File: config.mk
export PLATFORM = sky130hd
export DESIGN_NAME = dvp_pattern_tx
export DESIGN_NICKNAME = d
export VERILOG_FILES = /design/src/rtl/dvp_pattern_tx.sv
export SDC_FILE = /design/constraint.sdc
export NUM_CORES = 1
export LEC_CHECK = 0
export BUFFER_PORTS_ARGS = -buffer_cell sky130_fd_sc_hd__buf_2
export CAP_MARGIN = 10
export CELL_PAD_IN_SITES_DETAIL_PLACEMENT = 0
export CELL_PAD_IN_SITES_GLOBAL_PLACEMENT = 2
export CORE_UTILIZATION = 37
export DETAILED_ROUTE_END_ITERATION = 16
export GPL_TIMING_DRIVEN = 0
export PLACE_DENSITY_LB_ADDON = 0.1
export SLEW_MARGIN = 20
export SYNTH_ARGS = -nofsm -noshare
export SYNTH_HDL_FRONTEND = slang
export SYNTH_SLANG_ARGS = --single-unit
File: constraint.sdc
create_clock -name clk -period 3.2 [get_ports clk]
set_input_delay 0.96 -clock clk [delete_from_list [all_inputs] [get_ports clk]]
set_output_delay 0.96 -clock clk [all_outputs]
set_load 0.02 [all_outputs]
File: src/rtl/dvp_pattern_tx.sv
// Synthetic OV7725-style DVP source: vsync/href framing with an RGB565 byte stream
// built from one of four test patterns, high byte first, one byte per clock.
module dvp_pattern_tx #(
  parameter int          H_PIXEL   = 640,
  parameter int          V_PIXEL   = 480,
  parameter int          H_BLANK   = 144,
  parameter int          VS_LINES  = 4,
  parameter int          VB_LINES  = 18,
  parameter int          VF_LINES  = 8,
  parameter logic [15:0] SOLID_RGB = 16'hF800
) (
  input  logic       clk,
  input  logic       rst_n,
  input  logic       en,
  input  logic [1:0] pattern_sel,
  output logic       cam_vsync,
  output logic       cam_href,
  output logic [7:0] cam_data,
  output logic       frame_done,
  output logic       busy
);

  localparam int LINE_LEN = 2 * H_PIXEL + H_BLANK;
  localparam int HW       = $clog2(LINE_LEN);
  localparam int VW       = 16;
  localparam int BAR_W    = H_PIXEL / 8;
  localparam int BW       = $clog2(BAR_W);

  localparam logic [HW-1:0] H_LAST   = HW'(LINE_LEN - 1);
  localparam logic [HW-1:0] HREF_END = HW'(2 * H_PIXEL);
  localparam logic [BW-1:0] BAR_LAST = BW'(BAR_W - 1);

  typedef enum logic [2:0] {IDLE, VSYNC, VBACK, ACTIVE, VFRONT} state_t;

  state_t        state_q, state_d;
  logic [HW-1:0] h_q, h_d;
  logic [VW-1:0] v_q, v_d;
  logic [VW-1:0] last_line;
  logic [1:0]    pat_q;
  logic [15:0]   pix_cnt_q;
  logic [BW-1:0] bar_w_q;
  logic [2:0]    bar_idx_q;
  logic [15:0]   bar_rgb, pix;
  logic          href_d, frame_start;
  logic [7:0]    data_d;

  // Position (state, h, v) describes the cycle whose outputs are being registered.
  always_comb begin
    state_d   = state_q;
    h_d       = h_q + 1'b1;
    v_d       = v_q;
    last_line = '0;
    case (state_q)
      VSYNC:   last_line = VW'(VS_LINES - 1);
      VBACK:   last_line = VW'(VB_LINES - 1);
      ACTIVE:  last_line = VW'(V_PIXEL - 1);
      VFRONT:  last_line = VW'(VF_LINES - 1);
      default: last_line = '0;
    endcase
    if (state_q == IDLE) begin
      h_d = '0;
      v_d = '0;
      if (en) state_d = VSYNC;
    end else if (h_q == H_LAST) begin
      h_d = '0;
      if (v_q == last_line) begin
        v_d = '0;
        case (state_q)
          VSYNC:   state_d = VBACK;
          VBACK:   state_d = ACTIVE;
          ACTIVE:  state_d = VFRONT;
          VFRONT:  state_d = en ? VSYNC : IDLE;
          default: state_d = IDLE;
        endcase
      end else begin
        v_d = v_q + 1'b1;
      end
    end
  end

  always_comb begin
    case (bar_idx_q)
      3'd0:    bar_rgb = 16'hFFFF;
      3'd1:    bar_rgb = 16'hFFE0;
      3'd2:    bar_rgb = 16'h07FF;
      3'd3:    bar_rgb = 16'h07E0;
      3'd4:    bar_rgb = 16'hF81F;
      3'd5:    bar_rgb = 16'hF800;
      3'd6:    bar_rgb = 16'h001F;
      default: bar_rgb = 16'h0000;
    endcase
    case (pat_q)
      2'd0:    pix = bar_rgb;
      2'd1:    pix = SOLID_RGB;
      2'd2:    pix = pix_cnt_q;
      default: pix = (h_d[6] ^ v_d[5]) ? 16'h0000 : 16'hFFFF;
    endcase
    frame_start = (state_d == VSYNC) && (state_q != VSYNC);
    href_d      = (state_d == ACTIVE) && (h_d < HREF_END);
    data_d      = href_d ? (h_d[0] ? pix[7:0] : pix[15:8]) : 8'h00;
  end

  always_ff @(posedge clk) begin
    if (!rst_n) begin
      state_q    <= IDLE;
      h_q        <= '0;
      v_q        <= '0;
      pat_q      <= '0;
      pix_cnt_q  <= '0;
      bar_w_q    <= '0;
      bar_idx_q  <= '0;
      cam_vsync  <= 1'b0;
      cam_href   <= 1'b0;
      cam_data   <= 8'h00;
      frame_done <= 1'b0;
      busy       <= 1'b0;
    end else begin
      state_q    <= state_d;
      h_q        <= h_d;
      v_q        <= v_d;
      cam_vsync  <= (state_d == VSYNC);
      cam_href   <= href_d;
      cam_data   <= data_d;
      frame_done <= (state_d == VFRONT) && (v_d == VW'(VF_LINES - 1)) && (h_d == H_LAST);
      busy       <= (state_d != IDLE);
      if (frame_start) begin
        pat_q     <= pattern_sel;
        pix_cnt_q <= '0;
        bar_w_q   <= '0;
        bar_idx_q <= '0;
      end else if (href_d && h_d[0]) begin
        // Advance pattern state after the low byte; bars wrap to 0 exactly at line end.
        pix_cnt_q <= pix_cnt_q + 16'd1;
        if (bar_w_q == BAR_LAST) begin
          bar_w_q   <= '0;
          bar_idx_q <= bar_idx_q + 3'd1;
        end else begin
          bar_w_q <= bar_w_q + 1'b1;
        end
      end
    end
  end

endmodule
Yosys cells after proc, flatten, opt, wreduce, memory -nomap -nowiden
Cells that the tools add are included.
Word-level totals
  bits in registers: 70
  input bits: 5
  output and inout bits: 12
  word-level logic and storage cells: 70
Operators by class
  $add $sub $neg: 5
  magnitude comparators: 1
  equality and inequality tests: 21
  muxes and demuxes: 17
  bitwise gates (word level): 2
  reduce and logical (&&, ||, !) cells: 12
Operators with widths (number)
  $pmux W16 S7: 1
  $mux W16: 4
  $pmux W16 S3: 1
  $pmux W9 S4: 1
  $add A16 B1 Y16 const B: 2
  $eq A11 B11 Y1 const B: 2
  $mux W11: 2
  $eq A16 B16 Y1: 1
  $eq A16 B3 Y1 const B: 1
  $eq A3 B2 Y1 const B: 5
  $eq A3 B3 Y1 const B: 5
  $mux W3: 4
  $pmux W3 S4: 1
  $add A11 B1 Y11 const B: 1
  $lt A11 B11 Y1 const B: 1
  $eq A3 B1 Y1 const B: 3
  $mux W8: 1
  $add A7 B1 Y7 const B: 1
  $eq A7 B7 Y1 const B: 1
  $mux W7: 1
  $logic_not A3 Y1: 2
  $logic_and A1 B1 Y1: 5
  $reduce_and A2 Y1: 2
  $add A3 B1 Y3 const B: 1
  9 further kinds: 9

Depth between registers and ports, before layout
Gate-level depths: netlist of the first run.
  word-level depth: 10
  gate-level depth with buffers: 8
  depth with buffers taken out: 8

Least setup slack after synthesis of the first run
No wires, ideal clock.
  path kind: reg-to-reg
  start point: reg h_q[4]
  end point: reg frame_done
  data arrival time: 2460 ps
  required time: 3112 ps
  setup slack: 652 ps
  cell stages (with the launch flop): 9
  buffers on the path: 2
  cells stage by stage: dfxtp_1 > buf_6 > or4b_4 > or3_4 > buf_6 > nor4_1 > mux2i_1 > nand3_1 > nor4_2
Between the ends
  cells in the longest elaborated chain, start to end: 6
Ends and longest elaborated chain
  start: declaration: line 36  | logic [HW-1:0] h_q, h_d;
  start signal: assignment: line 106  | h_q <= '0;
  start signal: assignment: line 119  | h_q <= h_d;
  parallel branches: the longest is 5 deep, another holds $add A11 B1 Y11
  $logic_and A1 B1 Y1 (*): line 124  | frame_done <= (state_d == VFRONT) && (v_d == VW'(VF_LINES - 1)) && (h_d == H_LAST);
  end signal: assignment: line 124
  end: declaration: line 19  | output logic frame_done,
Mark *: on every way between the ends.
A chain may end at the register's enable or synchronous reset.

Worst setup path in the final report of the first run
  start point: reg h_q[1]
  end point: reg bar_w_q[2]
Between the ends
  cells in the longest elaborated chain, start to end: 6
Ends and longest elaborated chain
  $add A11 B1 Y11 or $eq A11 B11 Y1 (tied branches): line 50, 64
  $mux W11 or $mux W3 (tied branches): line 64  | end else if (h_q == H_LAST) begin
  $mux W11 or $mux W3 (tied branches): line 60  | if (state_q == IDLE) begin
  $lt A11 B11 Y1 (tied with other cells): line 99  | href_d = (state_d == ACTIVE) && (h_d < HREF_END);
  $logic_and A1 B1 Y1, on equally long branches: line 99, 98
  $logic_and A1 B1 Y1 or $reduce_or A2 Y1 (tied branches)
  end signal: assignment: line 138  | bar_w_q <= bar_w_q + 1'b1;
  end: declaration: line 41  | logic [BW-1:0] bar_w_q;
Parallel ways exist; a longest one is shown, timed or not.

==> results of run 1 <==
## where the power goes
group	total [mW]	leakage, nW	switching [mW]	internal (mW)
Clock	0.621	0.0821	0.329	0.292
Combinational	0.0925	0.828	0.0616	0.0309
Sequential	0.880	0.565	0.00408	0.876
Total	1.59	1.47	0.395	1.20
## cells by family after synthesis
logic type / Yosys count
AO/OA/AOI/OAI: 67
flip-flops: 70
adder cells (fa/ha/maj): 9
AND/OR/NAND/NOR: 232
multiplexers: 8
XOR/XNOR: 45
buffers and inverters: 37
## registers in the layout, summed over array words and instances (netlist names)
register,count
bar_idx_q,3
bar_w_q,7
busy,1
cam_data,8
cam_href,1
cam_vsync,1
frame_done,1
h_q,11
pat_q,2
pix_cnt_q,16
state_q,3
v_q,16
## area by class of cell
class / instances / share of cell area, %
multi-input combinational: 361 / 53.63
sequential: 70 / 33.06
tap: 133 / 3.926
clock buffer: 12 / 3.424
buffer: 25 / 2.775
timing repair buffer: 16 / 1.889
inverter: 12 / 1.063
clock inverter: 2 / 0.2361
## layout by cell type, fill, tap and decap left out, types with 11 or more instances in the layout
cell and count:
a21oi_1 21, and3_1 12, buf_2 17, clkbuf_1 20, dfxtp_1 70, inv_1 12, nand2_1 46, nand3_1 31
nand4_1 13, nor2_1 62, nor3_1 11, xnor2_1 22, xor2_1 23
## per-stage QoR
| step | instances | utilization (%) |
|---|---|---|
| global route | 631 | 42.78 |
| global placement | 617 | 41.21 |
| CTS | 631 | 42.78 |
| floorplan | 468 | - |
| finish | 631 | 42.78 |
| detailed placement | 617 | 41.21 |
## worst min-delay path: cells and delay by family, from the launching register on
kind               cells  cell delay (ns)
and+or+nand+nor        1             0.05
AOI/OAI and AO/OA      1             0.05
DFF                    1             0.32
## per-layer routing
metal / up-vias / GRT usage [%]
li1: 1717 / -
met1: 1563 / 24.08
met2: 44 / 29.95
met3: 14 / 4.154
met4: 0 / 6.429
met5: - / 0
## final timing paths
check	startpoint	to	slack [ns]
setup / recovery	h_q[1]	bar_w_q[2]	0.26
hold / removal	bar_w_q[1]	bar_w_q[1]	0.47
setup reg to reg	h_q[1]	bar_w_q[2]	0.26
hold reg to reg	bar_w_q[1]	bar_w_q[1]	0.47
==> results.py, run 1 <==
metrics = {
    "clocking": {
        "clock_sink_count": 70,
        "cts-buffers-inserted": 9,
        "post_cts_resized": 0,
        "cts_root_buffer": "clkbuf_8",
        "cts_setup_buffers": 0,
        "insertion_delay_ns": 0.35,
        "cts_tree": "yes",
        "htreeDepth": 3,
        "clk_path_buf_depth": 2,
        "cts-hold-fix-buffers": 0,
        "path_clk_slew_ns": 0.07,
    },
    "drt": {
        "viasPerCell": 5.290,
        "wl_met1_um": 4612,
        "met2_length_um": 4262,
        "drt-total-wl_um": 9269,
        "dr.first_iter.drc_count": 124,
        "final_antenna_net_count": 0,
        "dr_wl_met3_um": 246,
        "top_layer": "met4",
        "wl_per_cell_um": 14.69,
        "firstDrtPassIters": 5,
        "vias": 3338,
        "drc": 0,
    },
    "critical_path": {
        "crit_chain": "ha_1 -> nand4_1 -> or3_4 -> nor4_2 -> a21oi_1 -> o21ai_2 -> buf_4 -> nor2_1",
        "cpMaxStageDelayCell": "o21ai_2",
        "start_kind": "register",
        "crit_fanout": 10,
        "worst_setup_path_end_kind": "register",
        "crit_cells": 8,
        "cp.buffers_inverters": 1,
        "cp_top_family": "simple AND/OR/NAND/NOR gates",
        "crit_arrival_ns": 3.18,
        "required_ns": 3.44,
        "rr_worst_depth": 8,
        "worstSetupPathType": "reg2reg",
        "slowest_delay_ns": 0.50,
    },
    "timing": {
        "setup_slack_ns": 0.2638,
        "fmax_ghz": 0.3406,
        "grt_setup_unrepaired": "no",
        "setup_viol": 0,
        "holdWs_ns": 0.4735,
        "slew_viol_final": 0,
        "finClkSkew_ns": 0.008576,
        "finalSetupTns_ns": 0,
        "tightest_slew_ns": 0.5644,
        "report.final.hold_viol_count": 0,
        "finalCriticalPeriod_ns": 2.936,
        "finalCritPeriodShare_pct": 91.76,
        "relSlewSlack_pct": 61.40,
    },
    "yosys": {
        "avgSynthCellArea_um2": 8.200,
        "synth_ff_type": "dfxtp_1",
        "yosys_warnings": 0,
        "synth-compound-area-share_pct": 11.77,
        "syn_nets": 482,
        "synth_common_cells": "dfxtp_1 (70), nor2_1 (62), nand2_1 (46)",
        "async_flop_share_pct": 0,
        "syn_area_mm2": 0.003837,
        "synth.most_common_cell": "dfxtp_1",
        "ys_ff_latch": 70,
        "postSynthCellCount": 468,
        "ys_seq_area_share_pct": 36.52,
        "synth_cell_types": 58,
        "ys_top_cells_by_area": "dfxtp_1 (37%), nor2_1 (6.1%), xor2_1 (5.2%), xnor2_1 (5.0%), nand2_1 (4.5%)",
        "synth_simple_gate_area_share_pct": 32.15,
        "netlist.area_leader.share_pct": 36.52,
        "synth-xor-area-share_pct": 10.27,
        "synthAdderAreaFrac_pct": 2.934,
        "synth_top_family_by_area": "simple AND/OR/NAND/NOR gates",
        "synth_top_cell_by_area": "dfxtp_1",
        "synthMuxAreaShare_pct": 2.119,
        "synth_edf_count": 0,
    },
    "layout": {
        "multiInputGateArea_mm2": 0.002273,
        "layout-drive-gt1-share_pct": 9.839,
        "nets": 509,
        "final_area_mm2": 0.004239,
        "seqCellArea_mm2": 0.001401,
        "diodes": 0,
        "area_delta_synth_final_pct": 10.47,
        "fillerInstances": 1046,
    },
    "global_route": {
        "grt_pass1_wl_um": 15810,
        "grt.total_usage_pct": 18.48,
        "antenna_found_initial": 0,
        "grt_start_max_net_pins": 11,
        "overflow": 0,
        "first_global_vias": 3159,
    },
    "pwr": {
        "p_total_mw": 1.594,
        "p_leak_nw": 1.474,
        "power-per-cell-area_mw_per_mm2": 376.0,
        "ir_drop_mv": 0.2618,
    },
    "min_path": {
        "hold_path.class": "reg2reg",
        "hold_path_depth": 2,
    },
    "floorplanning": {
        "coreArea_mm2": 0.009910,
        "die_w_um": 103.8,
        "fp.dieH_um": 103.8,
        "num_rows": 36,
        "dieArea_mm2": 0.01078,
        "start_util_pct": 38.72,
        "num_io_pins": 17,
    },
    "flow_run": {
        "cap_violations": 0,
    },
    "place": {
        "io_buffers": 16,
        "hpwl_um": 6759,
        "place.gp.congestion": 0.8071,
        "dp_slack_ns": 0.2506,
        "placed_area_mm2": 0.004084,
    },
    "outcome": {
        "status": "finished, final reports clean",
    },
}
Note: power is estimated with default switching activity, not from simulation.
==> run 2, diff against run 1 <==
PLACE_DENSITY = 0.84   (was default)
PLACE_DENSITY_LB_ADDON = default   (was 0.1)
==> results.py, run 2 (synthesized netlist as in run 1, its figures left out) <==
metrics = {
    "outcome": {
        "status": "finished, final reports clean",
    },
    "global_route": {
        "grt_start_max_net_pins": 13,
        "antenna_found_initial": 0,
        "overflow": 0,
        "grt_pass1_wl_um": 15920,
        "grt.total_usage_pct": 18.32,
        "first_global_vias": 3161,
    },
    "floorplanning": {
        "num_io_pins": 17,
        "coreArea_mm2": 0.009910,
        "start_util_pct": 38.72,
        "num_rows": 36,
        "die_w_um": 103.8,
        "fp.dieH_um": 103.8,
        "dieArea_mm2": 0.01078,
    },
    "critical_path": {
        "worst_setup_path_end_kind": "register",
        "crit_arrival_ns": 3.14,
        "crit_chain": "ha_1 -> nand4_1 -> or3_4 -> nor4_2 -> a21oi_1 -> o21ai_2 -> buf_4 -> a21oi_1",
        "start_kind": "register",
        "cpMaxStageDelayCell": "o21ai_2",
        "cp_top_family": "simple AND/OR/NAND/NOR gates",
        "crit_fanout": 10,
        "slowest_delay_ns": 0.48,
        "required_ns": 3.43,
        "worstSetupPathType": "reg2reg",
        "cp.buffers_inverters": 1,
        "cpMostUsedCell": "a21oi_1",
    },
    "layout": {
        "fin_cells": 633,
        "final_area_mm2": 0.004284,
        "diodes": 0,
        "layout-drive-gt1-share_pct": 10.40,
        "nets": 509,
        "mostFrequentLayoutCells": "dfxtp_1 (70), nor2_1 (62), nand2_1 (46), nand3_1 (31), xor2_1 (23)",
        "largestRegisters": "pix_cnt_q (16), v_q (16), h_q (11)",
        "area_delta_synth_final_pct": 11.64,
        "final_common_cell": "dfxtp_1",
    },
    "place": {
        "placed_area_mm2": 0.004084,
        "dp_slack_ns": 0.3432,
        "hpwl_um": 6718,
        "place_inst": 617,
        "place.gp.congestion": 0.7369,
        "io_buffers": 16,
    },
    "clocking": {
        "insertion_delay_ns": 0.35,
        "clock_sink_count": 70,
        "post_cts_resized": 0,
        "htreeDepth": 3,
        "cts-buffers-inserted": 9,
        "cts_setup_buffers": 0,
        "cts_root_buffer": "clkbuf_8",
        "clk_path_buf_depth": 2,
        "cts_tree": "yes",
        "path_clk_slew_ns": 0.08,
        "cts-hold-fix-buffers": 0,
    },
    "flow_run": {
        "cap_violations": 0,
    },
    "timing": {
        "relSlewSlack_pct": 56.87,
        "slew_viol_final": 0,
        "grt_setup_unrepaired": "no",
        "report.final.hold_viol_count": 0,
        "fmax_ghz": 0.3443,
        "setup_viol": 0,
        "finalCriticalPeriod_ns": 2.904,
        "tightest_slew_ns": 0.6306,
        "finalCritPeriodShare_pct": 90.75,
        "holdWs_ns": 0.4736,
        "finalSetupTns_ns": 0,
        "finClkSkew_ns": 0.009856,
        "setup_slack_ns": 0.2959,
    },
    "drt": {
        "firstDrtPassIters": 4,
        "vias": 3326,
        "viasPerCell": 5.254,
        "drc": 0,
        "dr.first_iter.drc_count": 176,
        "final_antenna_net_count": 0,
        "wl_per_cell_um": 14.63,
        "drt-total-wl_um": 9259,
    },
    "min_path": {
        "hold_path.class": "reg2reg",
    },
    "pwr": {
        "power-per-cell-area_mw_per_mm2": 397.3,
        "p_leak_nw": 1.488,
        "ir_drop_mv": 0.2267,
    },
}
## run 2: cell count changes in the layout (fill, tap and decap cells not counted), sizes merged
| cell | before | now |
|---|---|---|
| clkinvlp | 0 | 2 |
| clkbuf | 30 | 29 |
| bufinv | 0 | 1 |
## run 2: final timing paths
path / startpoint / end / slack (ns) / cells after the start
max: h_q[0] / bar_w_q[5] / 0.30 / 8
min: bar_w_q[1] / bar_w_q[1] / 0.47 / 2
max reg2reg: h_q[0] / bar_w_q[5] / 0.30 / 8
min reg2reg: bar_w_q[1] / bar_w_q[1] / 0.47 / 2
## run 2: worst register-to-register path, cell delays in order (launching register included)
cell and delay [ns]:
dfxtp_1 0.42, ha_1 0.29, nand4_1 0.30, or3_4 0.47
nor4_2 0.25, a21oi_1 0.24, o21ai_2 0.48, buf_4 0.28
a21oi_1 0.06
## run 2: final cells by class
cell class | count | area, um2
Inverter | 12 | 45.04
Clock buffer | 11 | 141.4
Buffer | 25 | 117.6
Tap cell | 133 | 166.4
Fill cell | 1021 | 5625
Sequential cell | 70 | 1401
Multi-Input combinational cell | 361 | 2273
Timing Repair Buffer | 16 | 80.08
Clock inverter | 5 | 58.81
## run 2: report_power, final
group	total, mW	internal, mW	switching (mW)
clock network	0.732	0.382	0.350
registers	0.879	0.875	0.00398
logic	0.0911	0.0309	0.0602
total	1.70	1.29	0.414
## run 2: stage by stage
step                utilization (%)  total power [mW]
CTS                           43.23             1.731
floorplan                         -            0.9639
finish                        43.23             1.702
global placement              41.21            0.9915
global route                  43.23             1.776
detailed placement            41.21            0.9914
## run 2: metal layers
metal,global-route usage (%),vias to the layer above,part of all wire (%)
met5,0,-,0
met4,5.204,0,1.0
met3,4.154,9,2.1
met2,29.10,33,47
met1,24.80,1571,50
li1,-,1713,-
==> run 3, diff against run 2 <==
PLACE_DENSITY = 0.75   (was 0.84)
==> results.py, run 3 (synthesized netlist as in run 1, its figures left out) <==
metrics = {
    "layout": {
        "mostFrequentLayoutCells": "dfxtp_1 (70), nor2_1 (62), nand2_1 (46), nand3_1 (31), xor2_1 (23)",
        "diodes": 0,
        "final_area_mm2": 0.004280,
        "largestRegisters": "pix_cnt_q (16), v_q (16), h_q (11)",
        "final_common_cell": "dfxtp_1",
        "area_delta_synth_final_pct": 11.54,
        "nets": 509,
        "layout-drive-gt1-share_pct": 10.22,
    },
    "outcome": {
        "status": "finished, final reports clean",
    },
    "floorplanning": {
        "start_util_pct": 38.72,
        "die_w_um": 103.8,
        "fp.dieH_um": 103.8,
        "num_rows": 36,
        "dieArea_mm2": 0.01078,
        "coreArea_mm2": 0.009910,
        "num_io_pins": 17,
    },
    "drt": {
        "dr.first_iter.drc_count": 131,
        "drt-total-wl_um": 9479,
        "final_antenna_net_count": 0,
        "vias": 3310,
        "drc": 0,
        "wl_per_cell_um": 15.00,
        "firstDrtPassIters": 4,
        "viasPerCell": 5.237,
    },
    "clocking": {
        "clock_sink_count": 70,
        "cts_root_buffer": "clkbuf_8",
        "htreeDepth": 3,
        "insertion_delay_ns": 0.34,
        "path_clk_slew_ns": 0.08,
        "clk_path_buf_depth": 2,
        "cts_tree": "yes",
        "cts_setup_buffers": 0,
        "cts-buffers-inserted": 9,
    },
    "timing": {
        "relSlewSlack_pct": 58.88,
        "tightest_slew_ns": 0.6126,
        "slew_viol_final": 0,
        "finalCriticalPeriod_ns": 2.951,
        "finalCritPeriodShare_pct": 92.21,
        "report.final.hold_viol_count": 0,
        "finalSetupTns_ns": 0,
        "fmax_ghz": 0.3389,
        "grt_setup_unrepaired": "no",
        "setup_viol": 0,
        "finClkSkew_ns": 0.01392,
    },
    "global_route": {
        "grt.total_usage_pct": 18.41,
        "grt_start_max_net_pins": 12,
        "overflow": 0,
        "grt_pass1_wl_um": 15900,
        "antenna_found_initial": 0,
        "first_global_vias": 3203,
    },
    "critical_path": {
        "start_kind": "register",
        "crit_fanout": 10,
        "cp_top_family": "simple AND/OR/NAND/NOR gates",
        "worst_setup_path_end_kind": "register",
        "worstSetupPathType": "reg2reg",
        "r2r_slack_ns": 0.25,
        "slowest_delay_ns": 0.50,
        "required_ns": 3.45,
        "crit_chain": "ha_1 -> nand4_1 -> or3_4 -> buf_6 -> nor4_1 -> mux2i_1 -> nand3_1 -> nor4_2",
        "crit_arrival_ns": 3.20,
        "cpMaxStageDelayCell": "nor4_1",
        "cp.buffers_inverters": 1,
    },
    "pwr": {
        "power-per-cell-area_mw_per_mm2": 394.0,
        "ir_drop_mv": 0.2021,
        "p_leak_nw": 1.489,
    },
    "min_path": {
        "hold_path.class": "reg2reg",
    },
    "place": {
        "placed_area_mm2": 0.004084,
        "io_buffers": 16,
        "hpwl_um": 6898,
        "place.gp.congestion": 0.7778,
    },
    "flow_run": {
        "cap_violations": 0,
    },
}
## run 3: worst paths after layout
kind,endpoint,startpoint,cells after the start
max reg2reg,frame_done,h_q[0],8
min reg2reg,bar_w_q[1],bar_w_q[1],2
max,frame_done,h_q[0],8
min,bar_w_q[1],bar_w_q[1],2
## run 3: timing repair
item,in CTS,in global routing
endpoints found under the setup margin,0,20
hold buffers,0,0
gates resized for setup,0,1
## run 3: metal layers
metal	global-route usage [%]	share of wire [%]
met1	24.04	49
met2	30.95	47
met3	3.650	2.8
met4	4.694	1.0
met5	0	0
## run 3: area by class of cell
| type | count | area [um2] |
|---|---|---|
| fill | 1034 | 5629 |
| sequential | 70 | 1401 |
| clock inverter | 4 | 47.55 |
| buffer | 25 | 117.6 |
| timing repair buffer | 16 | 80.08 |
| tap | 133 | 166.4 |
| clock buffer | 11 | 141.4 |
| multi-input combinational | 361 | 2281 |
| inverter | 12 | 45.04 |
## run 3: worst min-delay path, delay by kind of cell (launching register included)
family	cells	cell delay (ns)
and+or+nand+nor	1	0.05
DFF	1	0.32
AOI/OAI and AO/OA	1	0.05
## run 3: where the power goes
part / switching (mW) / internal, mW / total, mW
Clock: 0.338 / 0.375 / 0.713
Sequential: 0.00388 / 0.876 / 0.879
Combinational: 0.0630 / 0.0314 / 0.0943
Total: 0.405 / 1.28 / 1.69
## run 3: stage by stage
| step | util, % | total power, mW | hold slack, ns | instances | worst slack [ns] |
|---|---|---|---|---|---|
| final | 43.19 | 1.687 | 0.4717 | 632 | 0.2493 |
| after global routing | 43.19 | 1.762 | 0.4935 | 632 | 0.01816 |
| after CTS | 43.12 | 1.716 | 0.4774 | 632 | 0.1540 |
| after detailed placement | 41.21 | 0.9935 | 0.4672 | 617 | 0.1757 |
| after global placement | 41.21 | 0.9937 | 0.4573 | 617 | 0.1835 |
| after floorplan | - | 0.9639 | 0.4484 | 468 | 0.6523 |
